File: config.mk
export PLATFORM = sky130hd
export DESIGN_NAME = divider_reconstruct_seq_flat
export DESIGN_NICKNAME = d
export VERILOG_FILES = /design/src/rtl/divider_reconstruct_seq_if.sv /design/src/rtl/divider_reconstruct_seq.sv /design/src/flat_wrapper.sv
export SDC_FILE = /design/constraint.sdc
export NUM_CORES = 1
export LEC_CHECK = 0
export BUFFER_PORTS_ARGS = -buffer_cell sky130_fd_sc_hd__buf_2
export CAP_MARGIN = 20
export CORE_ASPECT_RATIO = 0.5
export CORE_MARGIN = 3
export CORE_UTILIZATION = 30
export DETAILED_ROUTE_END_ITERATION = 12
export MAX_ROUTING_LAYER = met4
export PLACE_DENSITY = 0.55
export SYNTH_ARGS = -nofsm -noshare
export SYNTH_HDL_FRONTEND = slang
export SYNTH_SLANG_ARGS = --single-unit
File: constraint.sdc
create_clock -name clk -period 2.7 [get_ports clk]
set_input_delay 0.135 -clock clk [delete_from_list [all_inputs] [get_ports clk]]
set_output_delay 0.135 -clock clk [all_outputs]
set_load 0.01 [all_outputs]
File: src/rtl/divider_reconstruct_seq_if.sv
// rtl/divider_reconstruct_seq_if.sv - request/result/statistics bundle for the divider reconstructor
interface divider_reconstruct_seq_if #(
  parameter int QW = 8,
  parameter int DW = 8,
  parameter int NW = 16,
  parameter int CW = 32,
  parameter int SW = 40
) ();
  logic          in_valid;
  logic          in_ready;
  logic [QW-1:0] q;
  logic [DW-1:0] d;
  logic [DW-1:0] r;
  logic [NW-1:0] n_ref;
  logic          out_valid;
  logic          out_ready;
  logic [NW:0]   n_rec;
  logic [NW:0]   err;
  logic          match;
  logic          div_zero;
  logic          stat_clr;
  logic [CW-1:0] stat_cnt;
  logic [SW-1:0] stat_err_sum;
  logic [NW:0]   stat_err_max;

  modport master (
    output in_valid, q, d, r, n_ref, out_ready, stat_clr,
    input  in_ready, out_valid, n_rec, err, match, div_zero,
           stat_cnt, stat_err_sum, stat_err_max
  );

  modport slave (
    input  in_valid, q, d, r, n_ref, out_ready, stat_clr,
    output in_ready, out_valid, n_rec, err, match, div_zero,
           stat_cnt, stat_err_sum, stat_err_max
  );
endinterface

File: src/rtl/divider_reconstruct_seq.sv
// rtl/divider_reconstruct_seq.sv - rebuilds q*d+r with a shift-add multiplier and tracks error stats
module divider_reconstruct_seq #(
  parameter int QW = 8,
  parameter int DW = 8,
  parameter int NW = 16,
  parameter int CW = 32,
  parameter int SW = 40
) (
  input  logic                   clk,
  input  logic                   rst_n,
  divider_reconstruct_seq_if.slave bus
);
  localparam int CNTW = $clog2(QW + 1);

  typedef enum logic [1:0] {IDLE, MUL, DIFF, DONE} state_t;

  state_t          state_q, state_d;
  logic [NW:0]     acc_q, acc_d;
  logic [NW:0]     mcand_q, mcand_d;
  logic [QW-1:0]   mplier_q, mplier_d;
  logic [CNTW-1:0] cnt_q, cnt_d;
  logic [NW-1:0]   nref_q, nref_d;
  logic            div_zero_q, div_zero_d;
  logic [NW:0]     n_rec_q, n_rec_d;
  logic [NW:0]     err_q, err_d;
  logic            match_q, match_d;
  logic            out_valid_q, out_valid_d;
  logic [CW-1:0]   stat_cnt_q, stat_cnt_d;
  logic [SW-1:0]   stat_sum_q, stat_sum_d;
  logic [NW:0]     stat_max_q, stat_max_d;

  logic            hs;
  logic [NW:0]     nref_ext;
  logic [NW:0]     diff_c;
  logic [SW:0]     sum_ext;

  always_ff @(posedge clk) begin
    if (!rst_n) begin
      state_q     <= IDLE;
      acc_q       <= '0;
      mcand_q     <= '0;
      mplier_q    <= '0;
      cnt_q       <= '0;
      nref_q      <= '0;
      div_zero_q  <= 1'b0;
      n_rec_q     <= '0;
      err_q       <= '0;
      match_q     <= 1'b0;
      out_valid_q <= 1'b0;
      stat_cnt_q  <= '0;
      stat_sum_q  <= '0;
      stat_max_q  <= '0;
    end else begin
      state_q     <= state_d;
      acc_q       <= acc_d;
      mcand_q     <= mcand_d;
      mplier_q    <= mplier_d;
      cnt_q       <= cnt_d;
      nref_q      <= nref_d;
      div_zero_q  <= div_zero_d;
      n_rec_q     <= n_rec_d;
      err_q       <= err_d;
      match_q     <= match_d;
      out_valid_q <= out_valid_d;
      stat_cnt_q  <= stat_cnt_d;
      stat_sum_q  <= stat_sum_d;
      stat_max_q  <= stat_max_d;
    end
  end

  always_comb begin
    state_d     = state_q;
    acc_d       = acc_q;
    mcand_d     = mcand_q;
    mplier_d    = mplier_q;
    cnt_d       = cnt_q;
    nref_d      = nref_q;
    div_zero_d  = div_zero_q;
    n_rec_d     = n_rec_q;
    err_d       = err_q;
    match_d     = match_q;
    out_valid_d = out_valid_q;
    stat_cnt_d  = stat_cnt_q;
    stat_sum_d  = stat_sum_q;
    stat_max_d  = stat_max_q;
    hs          = 1'b0;
    nref_ext    = (NW+1)'(nref_q);
    diff_c      = (nref_ext >= acc_q) ? (nref_ext - acc_q) : (acc_q - nref_ext);
    sum_ext     = {1'b0, stat_sum_q} + (SW+1)'(err_q);

    case (state_q)
      IDLE: begin
        if (bus.in_valid) begin
          acc_d      = (NW+1)'(bus.r);
          mcand_d    = (NW+1)'(bus.d);
          mplier_d   = bus.q;
          cnt_d      = '0;
          nref_d     = bus.n_ref;
          div_zero_d = (bus.d == '0);
          state_d    = MUL;
        end
      end
      MUL: begin
        // Fixed QW iterations even when mplier empties early, so latency never varies.
        if (mplier_q[0]) acc_d = acc_q + mcand_q;
        mcand_d  = mcand_q << 1;
        mplier_d = mplier_q >> 1;
        cnt_d    = cnt_q + 1'b1;
        if (cnt_q == CNTW'(QW - 1)) state_d = DIFF;
      end
      DIFF: begin
        n_rec_d     = acc_q;
        err_d       = diff_c;
        match_d     = (diff_c == '0);
        out_valid_d = 1'b1;
        state_d     = DONE;
      end
      DONE: begin
        if (bus.out_ready) begin
          out_valid_d = 1'b0;
          hs          = 1'b1;
          state_d     = IDLE;
        end
      end
      default: state_d = IDLE;
    endcase

    // A clear in the same cycle as a handshake wins and drops that transaction.
    if (bus.stat_clr) begin
      stat_cnt_d = '0;
      stat_sum_d = '0;
      stat_max_d = '0;
    end else if (hs) begin
      if (stat_cnt_q != '1) stat_cnt_d = stat_cnt_q + 1'b1;
      stat_sum_d = sum_ext[SW] ? '1 : sum_ext[SW-1:0];
      if (err_q > stat_max_q) stat_max_d = err_q;
    end
  end

  assign bus.in_ready     = (state_q == IDLE);
  assign bus.out_valid    = out_valid_q;
  assign bus.n_rec        = n_rec_q;
  assign bus.err          = err_q;
  assign bus.match        = match_q;
  assign bus.div_zero     = div_zero_q;
  assign bus.stat_cnt     = stat_cnt_q;
  assign bus.stat_err_sum = stat_sum_q;
  assign bus.stat_err_max = stat_max_q;
endmodule
File: src/flat_wrapper.sv
// flat-port wrapper written by rule: the top's interface ports become plain ports
module divider_reconstruct_seq_flat 
#(
  parameter int QW = 8,
  parameter int DW = 8,
  parameter int NW = 16,
  parameter int CW = 32,
  parameter int SW = 40
)
  (clk, rst_n, bus_in_valid, bus_q, bus_d, bus_r, bus_n_ref, bus_out_ready, bus_stat_clr, bus_in_ready, bus_out_valid, bus_n_rec, bus_err, bus_match, bus_div_zero, bus_stat_cnt, bus_stat_err_sum, bus_stat_err_max);
  divider_reconstruct_seq_if #(.QW(QW), .DW(DW), .NW(NW), .CW(CW), .SW(SW)) bus_i ();
  input  logic clk;
  input  logic rst_n;
  input wire logic [$bits(bus_i.in_valid)-1:0] bus_in_valid;
  input wire logic [$bits(bus_i.q)-1:0] bus_q;
  input wire logic [$bits(bus_i.d)-1:0] bus_d;
  input wire logic [$bits(bus_i.r)-1:0] bus_r;
  input wire logic [$bits(bus_i.n_ref)-1:0] bus_n_ref;
  input wire logic [$bits(bus_i.out_ready)-1:0] bus_out_ready;
  input wire logic [$bits(bus_i.stat_clr)-1:0] bus_stat_clr;
  output wire logic [$bits(bus_i.in_ready)-1:0] bus_in_ready;
  output wire logic [$bits(bus_i.out_valid)-1:0] bus_out_valid;
  output wire logic [$bits(bus_i.n_rec)-1:0] bus_n_rec;
  output wire logic [$bits(bus_i.err)-1:0] bus_err;
  output wire logic [$bits(bus_i.match)-1:0] bus_match;
  output wire logic [$bits(bus_i.div_zero)-1:0] bus_div_zero;
  output wire logic [$bits(bus_i.stat_cnt)-1:0] bus_stat_cnt;
  output wire logic [$bits(bus_i.stat_err_sum)-1:0] bus_stat_err_sum;
  output wire logic [$bits(bus_i.stat_err_max)-1:0] bus_stat_err_max;
  assign bus_i.in_valid = bus_in_valid;
  assign bus_i.q = bus_q;
  assign bus_i.d = bus_d;
  assign bus_i.r = bus_r;
  assign bus_i.n_ref = bus_n_ref;
  assign bus_i.out_ready = bus_out_ready;
  assign bus_i.stat_clr = bus_stat_clr;
  assign bus_in_ready = bus_i.in_ready;
  assign bus_out_valid = bus_i.out_valid;
  assign bus_n_rec = bus_i.n_rec;
  assign bus_err = bus_i.err;
  assign bus_match = bus_i.match;
  assign bus_div_zero = bus_i.div_zero;
  assign bus_stat_cnt = bus_i.stat_cnt;
  assign bus_stat_err_sum = bus_i.stat_err_sum;
  assign bus_stat_err_max = bus_i.stat_err_max;
  divider_reconstruct_seq #(.QW(QW), .DW(DW), .NW(NW), .CW(CW), .SW(SW)) u_core (.clk(clk), .rst_n(rst_n), .bus(bus_i));
endmodule
==> impl.org, run 1 <==
** Outcome
- The flow ran to the end, but the final reports show violations.
- The final reports fail on setup timing.

** Power and ir drop
- Across the VDD grid, the largest voltage drop is 0.000539 V.
- Static leakage power :: 0.00678 µW
- Dividing total power by cell area gives a power density of 1050 mW/mm².

** Route
- Total via count in the routed design :: 10624
- In the routed layout, each cell is associated on average with a via count of 4.93.
- DR iter-0 viols :: 499
- Initial DRT Pass Iterations :: 5
- Detail Route Antenna Nets :: 0
- Routed wirelength normalized by instance count :: 16.7 µm
- The final layout contains routed wiring with a total length of 35900 µm.
- For this run, design rule violations remaining after detail routing come to 0.

** Synth
- Averaged over all synthesized cells, the footprint is 8.34 µm².
- Register area share after synthesis :: 34.9%
- The number of nets in the synthesized netlist is 1444.
- For this run, the leading register cell type out of synthesis is sky130_fd_sc_hd__dfxtp_1.
- Of all flip-flops after synthesis, the portion carrying an async set or reset was 0%.
- The synthesized design contains 0 enable-type register cells.
- Syn Std Cell Area :: 0.0109 mm²
- Counting every instance in the synthesized netlist gives 1307.
- Number of library cell types mapped by synthesis :: 74
- Seq cells post-synth :: 190
- Number of warnings printed during yosys synthesis :: 0

** Timing
- Fmax achieved :: 352 MHz
- Dividing the final minimum period by the clock period gives 105%.
- Across all setup checks in the final design, the least slack found is -0.145 ns.
- The smallest clock period supported by the final layout is computed as 2.84 ns.
- Setup violation total in the final timing report :: 5
- For the final database, setup skew stands at 0.0116 ns.
- Worst Max-Slew Pin Slew :: 0.971 ns
- Headroom to the max-slew limit came out at 34.8%.
- Tightest hold margin :: 0.0161 ns
- Final Max Tran Viols :: 0
- RSZ-0062 raised after global routing :: true
- Final number of hold-violating endpoints :: 0

** Worst setup path
- STA puts the critical path data required time at 3.09 ns.
- Nature of the critical path endpoint :: flip-flop
- Worst path arrival time :: 3.24 ns
- Crit path largest cell delay :: 0.40 ns
- Among all stages on the critical path, the largest delay is contributed by sky130_fd_sc_hd__o41ai_2.
- Critical Path Source Type :: flip-flop
- CP delay by family, top :: compound AO/OA/AOI/OAI gates
- Walking the worst path, the cells encountered are inv_2, ha_4, fa_2, nor2b_4, o31a_1, nor4_2, o41ai_2, a311o_1, a31oi_1, a21oi_1, xnor2_1, nand4_1, o21ai_1.
- Crit path kind :: flip-flop to flip-flop
- Along the worst path, the maximum fanout reaches 3.
- Worst path buffer plus inverter count :: 1

** Finish
- The post-route netlist has 34.0% of its cells at a drive strength greater than 1.
- Number of nets at the end of the flow :: 1804
- Inserted Diodes :: 0
- The multi-input combinational cells in the finished layout cover a total of 0.00732 mm².
- Non-Filler Instances :: 2155
- Area used by sequential logic in the layout :: 0.00384 mm²
- Layout Area Growth over Synthesis :: 41.1%
- Fill cells in the final layout number 3527.

** Clock tree
- The clock drives 190 sinks.
- The later pin in the worst-skew pair is clocked with a latency of 0.46 ns.
- TritonCTS built the clock tree.
- The root buffer cell chosen for the clock tree is sky130_fd_sc_hd__clkbuf_16.
- Number of levels the H-tree was split into :: 4
- Clock tree synthesis inserted a total of 17 buffers.
- Clock-pin slew was measured on the worst setup and hold paths at 0.07 ns.
- Clk buf depth :: 2

** Floorplanning
- Ports :: 172
- Once the floorplan was initialized, standard cells occupied 31.0% of the core.
- DIE WIDTH :: 276 µm
- Die Outline Area :: 0.0388 mm²
- Cell Rows :: 48
- The die is 141 µm tall.
- Area inside the core boundary :: 0.0351 mm²

** GRT
- For this run the aggregate overflow at the end of global routing stands at 0.
- Entering global routing, the biggest net connects 52 pins.
- Global-route wire length before repair :: 56300 µm
- Global routing consumed, over all layers together, 18.8% of the routing resources.
- The number of global-route vias before repair is 10309.
- The initial antenna violation count came to 0.

** Place
- During placement, the flow inserted port buffers numbering 171.
- Sum of net half-perimeters after detailed placement :: 26600 µm
- Once placement completed, the tool counted placed cells totaling 2083.
- At the end of routability-driven placement, the weighted congestion stood at 0.916.

** Job
- Number of max-cap violations :: 0

** Min path
- The min-delay analysis places its worst path in the category input pin to flip-flop.
[stage by stage]
stage                     area [µm²]  setup slack, ns  TNS, ns  util, %  power [µW]
final                          15400           -0.145   -0.429     43.8       16200
after global routing           15400           -0.338    -1.93     43.8       17300
after CTS                      14700          -0.0921   -0.165     41.9       15200
after detailed placement       13600           -0.315    -3.14     38.7       12100
after global placement         13600           -0.269    -2.52     38.7       12100
after floorplan                10900          0.00867        0        -        8160
[worst reg2reg max path, stage by stage, from the launching register on]
cell and delay, ns:
sky130_fd_sc_hd__dfxtp_4 0.37, sky130_fd_sc_hd__inv_2 0.05, sky130_fd_sc_hd__ha_4 0.15, sky130_fd_sc_hd__fa_2 0.38, sky130_fd_sc_hd__nor2b_4 0.14, sky130_fd_sc_hd__o31a_1 0.22, sky130_fd_sc_hd__nor4_2 0.06, sky130_fd_sc_hd__o41ai_2 0.40
sky130_fd_sc_hd__a311o_1 0.31, sky130_fd_sc_hd__a31oi_1 0.11, sky130_fd_sc_hd__a21oi_1 0.17, sky130_fd_sc_hd__xnor2_1 0.17, sky130_fd_sc_hd__nand4_1 0.12, sky130_fd_sc_hd__o21ai_1 0.13
[cell type report]
cell class | count | area share [%]
clock inverter | 14 | 0.983
tap | 475 | 3.86
timing repair buffer | 401 | 17.8
sequential | 190 | 25.0
multi-input combinational | 974 | 47.5
clock buffer | 18 | 2.85
inverter | 83 | 2.06
[final timing paths]
| path | start | end | slack [ns] | cells past startpoint |
|---|---|---|---|---|
| setup / recovery | u_core.nref_q[0] | u_core.bus.match | -0.14 | 13 |
| hold / removal | bus_n_ref[11] | u_core.nref_q[11] | 0.02 | 3 |
| setup reg to reg | u_core.nref_q[0] | u_core.bus.match | -0.14 | 13 |
| hold reg to reg | u_core.bus.div_zero | u_core.bus.div_zero | 0.47 | 2 |
[cells in the final DEF (no fill, tap or decap), drive strengths merged, types with 20 or more instances in the layout]
cell / count
xor2: 30
o21ai: 81
nor3: 21
and3: 22
nand2: 73
xnor2: 49
dfxtp: 190
nand3: 53
dlygate4sd3: 21
buf: 380
a21o: 29
mux2i: 47
ha: 88
nor2: 142
inv: 90
a211oi: 45
a22oi: 20
a21oi: 117
[cell usage after synthesis, types with 4 or more instances]
library cell               count  area share [%]
sky130_fd_sc_hd__a21o_1       29             2.0
sky130_fd_sc_hd__ha_1         88              10
sky130_fd_sc_hd__and3_1       22             1.3
sky130_fd_sc_hd__nor2_1      141             4.9
sky130_fd_sc_hd__inv_1        82             2.8
sky130_fd_sc_hd__o21bai_1      4            0.28
sky130_fd_sc_hd__buf_2         5            0.23
sky130_fd_sc_hd__or3_1        10            0.57
sky130_fd_sc_hd__o21ai_1       4            0.18
sky130_fd_sc_hd__dfxtp_1     190              35
sky130_fd_sc_hd__a31oi_1      14            0.80
sky130_fd_sc_hd__nand4_1       9            0.52
sky130_fd_sc_hd__xor2_1       30             2.4
sky130_fd_sc_hd__mux2i_1      47             4.3
sky130_fd_sc_hd__a211oi_1     44             3.0
sky130_fd_sc_hd__or2_2         5            0.29
sky130_fd_sc_hd__a22oi_1      20             1.4
sky130_fd_sc_hd__nand2_1      73             2.5
sky130_fd_sc_hd__and4_1       10            0.80
sky130_fd_sc_hd__and2_1        8            0.46
sky130_fd_sc_hd__nand2b_1      7            0.40
sky130_fd_sc_hd__clkbuf_1     46             1.6
sky130_fd_sc_hd__nor2b_1      10            0.57
sky130_fd_sc_hd__fa_1          4            0.73
sky130_fd_sc_hd__o21a_1       17             1.2
sky130_fd_sc_hd__a21oi_1     116             5.3
sky130_fd_sc_hd__nor3_1       20            0.92
sky130_fd_sc_hd__buf_1         6            0.21
sky130_fd_sc_hd__o21ai_0      74             3.4
sky130_fd_sc_hd__nand3_1      53             2.4
sky130_fd_sc_hd__nor4_1       10            0.57
sky130_fd_sc_hd__xnor2_1      49             3.9
[logic make-up (layout without fill, tap and decap cells)]
| kind of cell | after synthesis | in the layout | synth area share [%] |
|---|---|---|---|
| AO/OA/AOI/OAI | 366 | 366 | 21.3 |
| AND/OR/NAND/NOR | 390 | 390 | 17.2 |
| flip-flops | 190 | 190 | 34.9 |
| XOR/XNOR | 79 | 79 | 6.34 |
| adder cells (fa/ha/maj) | 92 | 92 | 10.8 |
| buffers and inverters | 143 | 516 | 5.06 |
| multiplexers | 47 | 47 | 4.31 |
[state kept, by name (all words and copies together), names as in the netlist]
signal                   cells
u_core.bus.stat_err_sum     40
u_core.bus.stat_cnt         32
u_core.acc_q                17
u_core.bus.err              17
u_core.bus.n_rec            17
u_core.bus.stat_err_max     17
u_core.mcand_q              17
u_core.nref_q               16
u_core.mplier_q              8
u_core.cnt_q                 4
u_core.state_q               2
u_core.bus.div_zero          1
u_core.bus.match             1
u_core.bus.out_valid         1
[power by group]
part           total (µW)  internal [µW]  switching, µW  leakage [µW]
sequential           3510           3190            323       0.00155
clock                2650           1410           1250      0.000294
combinational       10000           4820           5190       0.00493
[metal layers]
layer	up-vias	share of wire, %	GRT usage, %
li1	5365	-	-
met1	5041	46	23.8
met2	167	48	31.1
met3	51	3.1	2.94
met4	0	2.3	5.58
met5	-	0	-
[what timing repair did]
item	in CTS	in global routing
resized for setup	56	131
buffers inserted	8	13
endpoints found under the setup margin	45	84
gates cloned	1	0
pin swaps	24	64
endpoints found under the hold margin	19	0
hold buffers	21	0
Note: power is estimated with default switching activity, not from simulation.
==> run 2: changes to the inputs <==
==> constraint.sdc (replaced) <==
create_clock -name clk -period 2.7 [get_ports clk]
set_input_delay 0.54 -clock clk [delete_from_list [all_inputs] [get_ports clk]]
set_output_delay 0.54 -clock clk [all_outputs]
set_load 0.01 [all_outputs]
==> impl.org, run 2 (same netlist as run 1, synthesis figures left out) <==
** Clock tree
- Clk buf depth :: 2 (unchanged)
- The clock latency on the worst-skew pair came to 0.47 ns (about the same).
- The number of hold buffers added after cts is 0 (-100%).
- The sink count of the clock tree came to 190 (unchanged).
- TritonCTS built the clock tree.
- The number of levels in the clock H-tree was 4 (unchanged).
- Number of buffers created by CTS :: 17 (unchanged)
- The clock edge transition at the registers on the reported setup and hold paths was 0.08 ns (about the same).
- Master cell of the clock root buffer :: sky130_fd_sc_hd__clkbuf_16

** Route
- The total length of routed wires was 35700 µm (-0.66%).
- The detailed-routing iteration count for the pre-antenna-repair pass was 5 (unchanged).
- Residual DRC count :: 0 (unchanged)
- Via-per-instance ratio :: 4.98 (+0.92%)
- The number of routed nets with antenna violations was 0 (unchanged).
- DR iter-0 viols :: 602 (+21%)
- Total via count in the routed design :: 10572 (-0.49%)
- Routed wirelength normalized by instance count :: 16.8 µm (+0.75%)

** Floorplanning
- Ports :: 172 (unchanged)
- Height of the chip :: 141 µm (unchanged)
- Starting density of the core :: 31.0% (unchanged)
- Cell Rows :: 48 (unchanged)
- The area of the placeable core is 0.0351 mm² (unchanged).
- The floorplan die area is 0.0388 mm² (unchanged).
- The die extent in x is 276 µm (unchanged).

** Worst setup path
- STA classifies the critical path startpoint as a flip-flop.
- The worst setup path is captured at a flip-flop.
- Required time of the critical path :: 3.10 ns (about the same)
- The maximum fanout along the worst path is 3 (unchanged).
- The data arrival at the endpoint of the critical path was 3.26 ns (+0.02 ns).
- Crit path kind :: flip-flop to flip-flop

** Place
- The number of cells in the design after placement was 2073 (-0.48%).
- Sum of net half-perimeters after detailed placement :: 26800 µm (+0.61%)
- The count of buffers from port buffering was 171 (unchanged).
- The final weighted congestion in routability-driven placement came to 0.954 (+4.1%).
- The post-placement setup slack is -0.316 ns (-0.000608 ns).

** Power and ir drop
- Static leakage power :: 0.00657 µW (-3.0%)
- The largest vdd supply drop was 0.000577 V (+7.1%).
- The power after layout came to 15800 µW (-2.2%).
- The power density over the cells was 1050 mW/mm² (+0.13%).

** Finish
- The total of fill cells in the finished design was 3525 (-0.057%).
- Share of cells above drive strength 1 :: 34.2% (+0.19 points)
- Leading cell type in the layout, fill and taps excluded :: sky130_fd_sc_hd__buf_4
- Commonest cells after routing, fill and taps aside :: sky130_fd_sc_hd__buf_4, sky130_fd_sc_hd__buf_2, sky130_fd_sc_hd__dfxtp_1
- Inserted Diodes :: 0 (unchanged)
- Non-Filler Instances :: 2125 (-1.4%)
- Final core utilization :: 42.8% (-1.0 points)
- Flip-flop count of the largest register, all copies and words added :: 40 (unchanged)
- Number of nets at the end of the flow :: 1774 (-1.7%)
- Layout Area Growth over Synthesis :: 37.8%

** Timing
- The final worst setup slack was -0.160 ns (-0.0152 ns).
- Worst Max-Slew Pin Slew :: 0.841 ns (-0.130 ns)
- The final clock period utilization by the worst path came to 106% (+0.56 points).
- Setup repair after global routing could not meet its margin everywhere.
- The total of endpoints with negative setup slack in the final report was 3 (-2).
- The max-slew violation count is 0 (unchanged).
- Final number of hold-violating endpoints :: 0 (unchanged)
- The worst clock skew on the final layout came to 0.0136 ns (+0.00196 ns).
- Tightest hold margin :: 0.311 ns (+0.295 ns)
- The maximum clock frequency came to 350 MHz (-0.53%).
- The final critical path time including I/O delays and setup is 2.86 ns (+0.0152 ns).
- The worst-case headroom to the max-slew limit was 43.5% (+8.7 points).

** GRT
- The pin count of the biggest net entering global routing came to 42 (-19%).
- Congestion Overflow GR :: 0 (unchanged)
- All-Layer GR Usage :: 18.5% (-0.36 points)
- Vias in the first global route :: 10120 (-1.8%)
- Initial antenna violation count :: 0 (unchanged)
- The first-pass GRT wire length came to 55100 µm (-2.0%).

** Min path
- Hold Crit Class :: input pin to flip-flop

** Outcome
- Outcome :: finished with violations
- The final reports fail on setup timing.

** Job
- The max-cap check violation count was 0 (unchanged).
==> run 2: per-stage QoR <==
step | instance area, µm² | setup TNS [ns]
after floorplan | 10900 | 0
after global placement | 13500 | -2.54
after detailed placement | 13500 | -2.86
after CTS | 14300 | -0.440
after global routing | 15000 | -2.53
final | 15000 | -0.361
==> run 2: power breakdown <==
| group | internal (µW) | switching, µW |
|---|---|---|
| combinational | 4600 | 5100 |
| clock | 1350 | 1270 |
| sequential | 3180 | 320 |
| total | 9130 | 6690 |
==> run 2: layout make-up <==
class | count | area, µm² | share of cell area [%]
Timing Repair Buffer | 371 | 2460 | 16.4
Clock inverter | 12 | 128 | 0.849
Clock buffer | 20 | 457 | 3.04
Multi-Input combinational cell | 974 | 7250 | 48.2
Inverter | 83 | 312 | 2.07
Sequential cell | 190 | 3840 | 25.5
Tap cell | 475 | 594 | 3.95
==> run 2: critical path, stage by stage (launching register included) <==
cell and delay [ns]:
sky130_fd_sc_hd__dfxtp_2 0.36, sky130_fd_sc_hd__buf_6 0.10, sky130_fd_sc_hd__ha_4 0.13, sky130_fd_sc_hd__fa_2 0.21, sky130_fd_sc_hd__nor2b_2 0.05, sky130_fd_sc_hd__o31a_1 0.25
sky130_fd_sc_hd__o41a_1 0.47, sky130_fd_sc_hd__a2111oi_4 0.33, sky130_fd_sc_hd__buf_4 0.18, sky130_fd_sc_hd__nand3_2 0.06, sky130_fd_sc_hd__o2111ai_1 0.10, sky130_fd_sc_hd__nand3_1 0.14
sky130_fd_sc_hd__xnor2_2 0.18, sky130_fd_sc_hd__nand4_1 0.11, sky130_fd_sc_hd__o21ai_1 0.12
==> run 2: metal layers <==
metal  share of wire [%]  wire, µm  global-route usage (%)
met5                   0         0                       -
met4                 3.0      1080                    6.66
met3                 3.1      1100                    2.99
met2                  46     16400                    29.2
met1                  48     17100                    23.9
==> run 2: worst paths after layout <==
| path | startpoint | endpoint | slack, ns | depth (start not counted) |
|---|---|---|---|---|
| max | u_core.nref_q[0] | u_core.bus.match | -0.16 | 14 |
| min | bus_n_ref[9] | u_core.nref_q[9] | 0.31 | 3 |
| max reg2reg | u_core.nref_q[0] | u_core.bus.match | -0.16 | 14 |
| min reg2reg | u_core.bus.match | u_core.bus.match | 0.47 | 2 |
==> run 2: what timing repair did <==
item	4_1_cts	5_1_grt
gates cloned	0	3
resized for setup	46	128
setup buffers	5	14
pin swaps	22	49
setup endpoints to repair	54	90
==> run 3: changes to the inputs <==
CORE_MARGIN = 2   (was 3)
PLACE_DENSITY = not set   (was 0.55)
==> impl.org, run 3 (same netlist as run 1, synthesis figures left out) <==
** GRT
- Met1 Track Usage GR :: 23.7% (-0.13 points)
- All-Layer GR Usage :: 18.5% (+0.031 points)
- Pin count of the biggest net entering global routing :: 34 (-19%)
- Busiest layer in global routing :: met2
- Global-route wire length before repair :: 53900 µm (-2.2%)
- The global-route met3 utilization is 3.84% (+0.85 points).
- Vias in the first global route :: 9873 (-2.4%)
- The met2 usage came to 29.1% (-0.12 points).
- The total global routing overflow came to 0 (unchanged).
- Initial antenna violation count :: 0 (unchanged)

** Power and ir drop
- The largest vdd supply drop came to 0.000724 V (+25%).
- The power density over the cells was 1080 mW/mm² (+2.3%).
- The reported leakage power came to 0.00666 µW (+1.2%).

** Worst setup path
- The most numerous cell type found on the critical path is sky130_fd_sc_hd__buf_4.
- The worst path required time is 3.09 ns (about the same).
- The worst register-to-register path begins at u_core.acc_q[0].
- The number of cells traversed by the worst register-to-register path came to 14 (unchanged).
- Critical Path Source Type :: flip-flop
- Crit path kind :: flip-flop to flip-flop
- Crit path largest cell delay :: 0.39 ns (-0.08 ns)
- The combined buffer and inverter count along the critical path was 3 (+1).
- The slack of the worst reg-to-reg path came to -0.15 ns (about the same).
- Walking the worst path, the cells encountered are inv_2, ha_4, fa_2, nor2b_2, o31a_1, o41a_1, a2111oi_4, buf_4, nand3_4, o2111ai_2, nand3_2, xnor2_2, buf_4, a211oi_2.
- Worst path arrival time :: 3.23 ns (-0.03 ns)
- Nature of the critical path endpoint :: flip-flop
- The most critical setup path has its startpoint at u_core.acc_q[0].
- Worst Setup EP :: u_core.bus.err[16]
- Reg2Reg Capture Point :: u_core.bus.err[16]
- CP delay by family, top :: compound AO/OA/AOI/OAI gates
- Critical path fanouts, max :: 4 (+1)
- The largest individual stage delay along the critical path comes from the cell sky130_fd_sc_hd__o41a_1.
- The logic depth of the worst setup path including buffers came to 14 (unchanged).

** Place
- Gp weighted congestion :: 0.923 (-3.2%)
- Sum of net half-perimeters after detailed placement :: 26300 µm (-1.7%)
- Number of cells after detailed placement :: 2092 (+0.92%)
- Placed instance area :: 0.0136 mm² (+0.61%)
- The post-placement setup slack was -0.258 ns (+0.0575 ns).
- Number of buffers inserted by port buffering :: 171 (unchanged)

** Finish
- Number of nets at the end of the flow :: 1788 (+0.79%)
- The proportion of layout cells with a drive suffix above 1 is 34.3% (about the same).
- Final instance area :: 0.0152 mm² (+0.82%)
- In the layout the commonest cells are sky130_fd_sc_hd__buf_4, sky130_fd_sc_hd__buf_2, sky130_fd_sc_hd__dfxtp_1.
- Count of fill cells added during filler insertion :: 3624 (+2.8%)
- Layout Area Growth over Synthesis :: 39.0%
- Inserted Diodes :: 0 (unchanged)
- The library cell used most frequently in the layout, excluding fill and tap cells, is sky130_fd_sc_hd__buf_4.
- Flip-flop count of the largest register, all copies and words added :: 40 (unchanged)
- The count of placed standard cells in the final layout, fillers left out came to 2148 (+1.1%).

** Outcome
- Outcome :: finished with violations
- The final reports fail on setup timing.

** Floorplanning
- Starting density of the core :: 30.4% (-0.63 points)
- Ports :: 172 (unchanged)
- The vertical extent of the die was 139 µm (-1.4%).
- Area inside the core boundary :: 0.0359 mm² (+2.1%)
- Cell Rows :: 49 (+2.1%)
- Die Outline Area :: 0.0380 mm² (-2.1%)
- DIE WIDTH :: 274 µm (-0.73%)

** Route
- The detailed-routing iteration count for the pre-antenna-repair pass came to 8 (+3).
- The total length of routed wires is 35300 µm (-1.1%).
- Via-per-instance ratio :: 4.93 (-0.97%)
- DR iter-0 viols :: 613 (+1.8%)
- The per-cell routed wire length was 16.4 µm (-2.2%).
- The residual DRC count is 0 (unchanged).
- The number of routed nets with antenna violations was 0 (unchanged).
- Total via count in the routed design :: 10583 (+0.10%)

** Clock tree
- Number of levels the H-tree was split into :: 4 (unchanged)
- Sink count of the clock tree :: 190 (unchanged)
- Register clock-pin slew on the reported worst setup and hold paths :: 0.08 ns (about the same)
- Total of hold buffers inserted after clock tree synthesis :: 0 (unchanged)
- The number of buffers created by CTS was 17 (unchanged).
- In this run the clock root is driven by a sky130_fd_sc_hd__clkbuf_16.
- TritonCTS clock tree :: built
- Clk buf depth :: 2 (unchanged)
- The clock latency on the worst-skew pair was 0.47 ns (about the same).

** Timing
- The pin slew with the least headroom to its limit is 0.879 ns (+0.0379 ns).
- The worst-case headroom to the max-slew limit is 41.0% (-2.5 points).
- Final clock period utilization by the worst path :: 105% (-0.53 points)
- The max-slew violation count was 0 (unchanged).
- The hold violation count in the final report is 0 (unchanged).
- Setup violation total in the final timing report :: 4 (+1)
- The final worst setup slack came to -0.146 ns (+0.0144 ns).
- The maximum clock frequency was 351 MHz (+0.51%).
- Time the worst path needs with I/O delays and setup :: 2.85 ns (-0.0144 ns)
- The aggregate negative setup slack was -0.376 ns (-0.0148 ns).
- The worst clock skew on the final layout was 0.0105 ns (-0.00307 ns).
- RSZ-0062 raised after global routing :: true

** Min path
- The startpoint identified for the worst hold timing path is bus_n_ref[9].
- Hold Crit Class :: input pin to flip-flop

** Job
- The max-cap check violation count came to 0 (unchanged).
[run 3: cell count changes in the layout (fill, tap and decap cells not counted), moves of 6 or more]
cell	change
sky130_fd_sc_hd__buf_4	+18
sky130_fd_sc_hd__a21oi_1	+10
sky130_fd_sc_hd__a21oi_2	-9
sky130_fd_sc_hd__o21ai_0	-10
sky130_fd_sc_hd__o21ai_2	+6
[run 3: cell type report]
class,instances,area (µm²),area share [%]
clock buffers,20,457,3.01
clock inverters,12,183,1.21
inverters,83,312,2.06
multi-input cells,974,7230,47.7
flip-flops and latches,190,3840,25.3
well taps,484,606,4.00
repair buffers,385,2540,16.7
[run 3: layer usage]
layer	up-vias	part of all wire, %	routed length, µm
met1	4990	47	16500
li1	5326	-	-
met5	-	0	0
met3	56	4.1	1430
met2	211	46	16400
met4	0	2.7	939
[run 3: timing repair]
item | in CTS | in global routing
cloned | 1 | 1
buffers inserted | 7 | 17
gates resized for setup | 50 | 126
setup endpoints to repair | 41 | 85
pin swaps | 32 | 68
[run 3: how the worst min path moves through the flow]
| stage | endpoint | slack (ns) | cells after the start |
|---|---|---|---|
| 2_1_floorplan | u_core.nref_q[0] | 0.45 | 2 |
| 3_3_place_gp | u_core.bus.div_zero | 0.46 | 2 |
| 3_5_place_dp | u_core.bus.div_zero | 0.45 | 2 |
| 4_1_cts | u_core.nref_q[9] | 0.29 | 3 |
| 5_1_grt | u_core.nref_q[7] | 0.30 | 3 |
| 6_report | u_core.nref_q[9] | 0.30 | 3 |
[run 3: per-stage QoR]
step           util (%)  power, µW  hold WS (ns)
2_1_floorplan         -       8160         0.454
3_3_place_gp       38.0      11900         0.455
3_5_place_dp       38.0      11900         0.454
4_1_cts            40.5      15200         0.289
5_1_grt            42.3      17300         0.300
6_report           42.3      16300         0.305
[run 3: worst reg2reg max path, stage by stage (launching register included)]
cell and delay (ns):
sky130_fd_sc_hd__dfxtp_4 0.37, sky130_fd_sc_hd__inv_2 0.07, sky130_fd_sc_hd__ha_4 0.13, sky130_fd_sc_hd__fa_2 0.20
sky130_fd_sc_hd__nor2b_2 0.05, sky130_fd_sc_hd__o31a_1 0.27, sky130_fd_sc_hd__o41a_1 0.39, sky130_fd_sc_hd__a2111oi_4 0.32
sky130_fd_sc_hd__buf_4 0.19, sky130_fd_sc_hd__nand3_4 0.08, sky130_fd_sc_hd__o2111ai_2 0.09, sky130_fd_sc_hd__nand3_2 0.11
sky130_fd_sc_hd__xnor2_2 0.16, sky130_fd_sc_hd__buf_4 0.14, sky130_fd_sc_hd__a211oi_2 0.21
[run 3: power by group]
group | leakage [µW] | switching (µW) | internal, µW
clock | 0.000303 | 1230 | 1610
sequential | 0.00155 | 335 | 3190
combinational | 0.00480 | 5160 | 4810
total | 0.00666 | 6720 | 9610
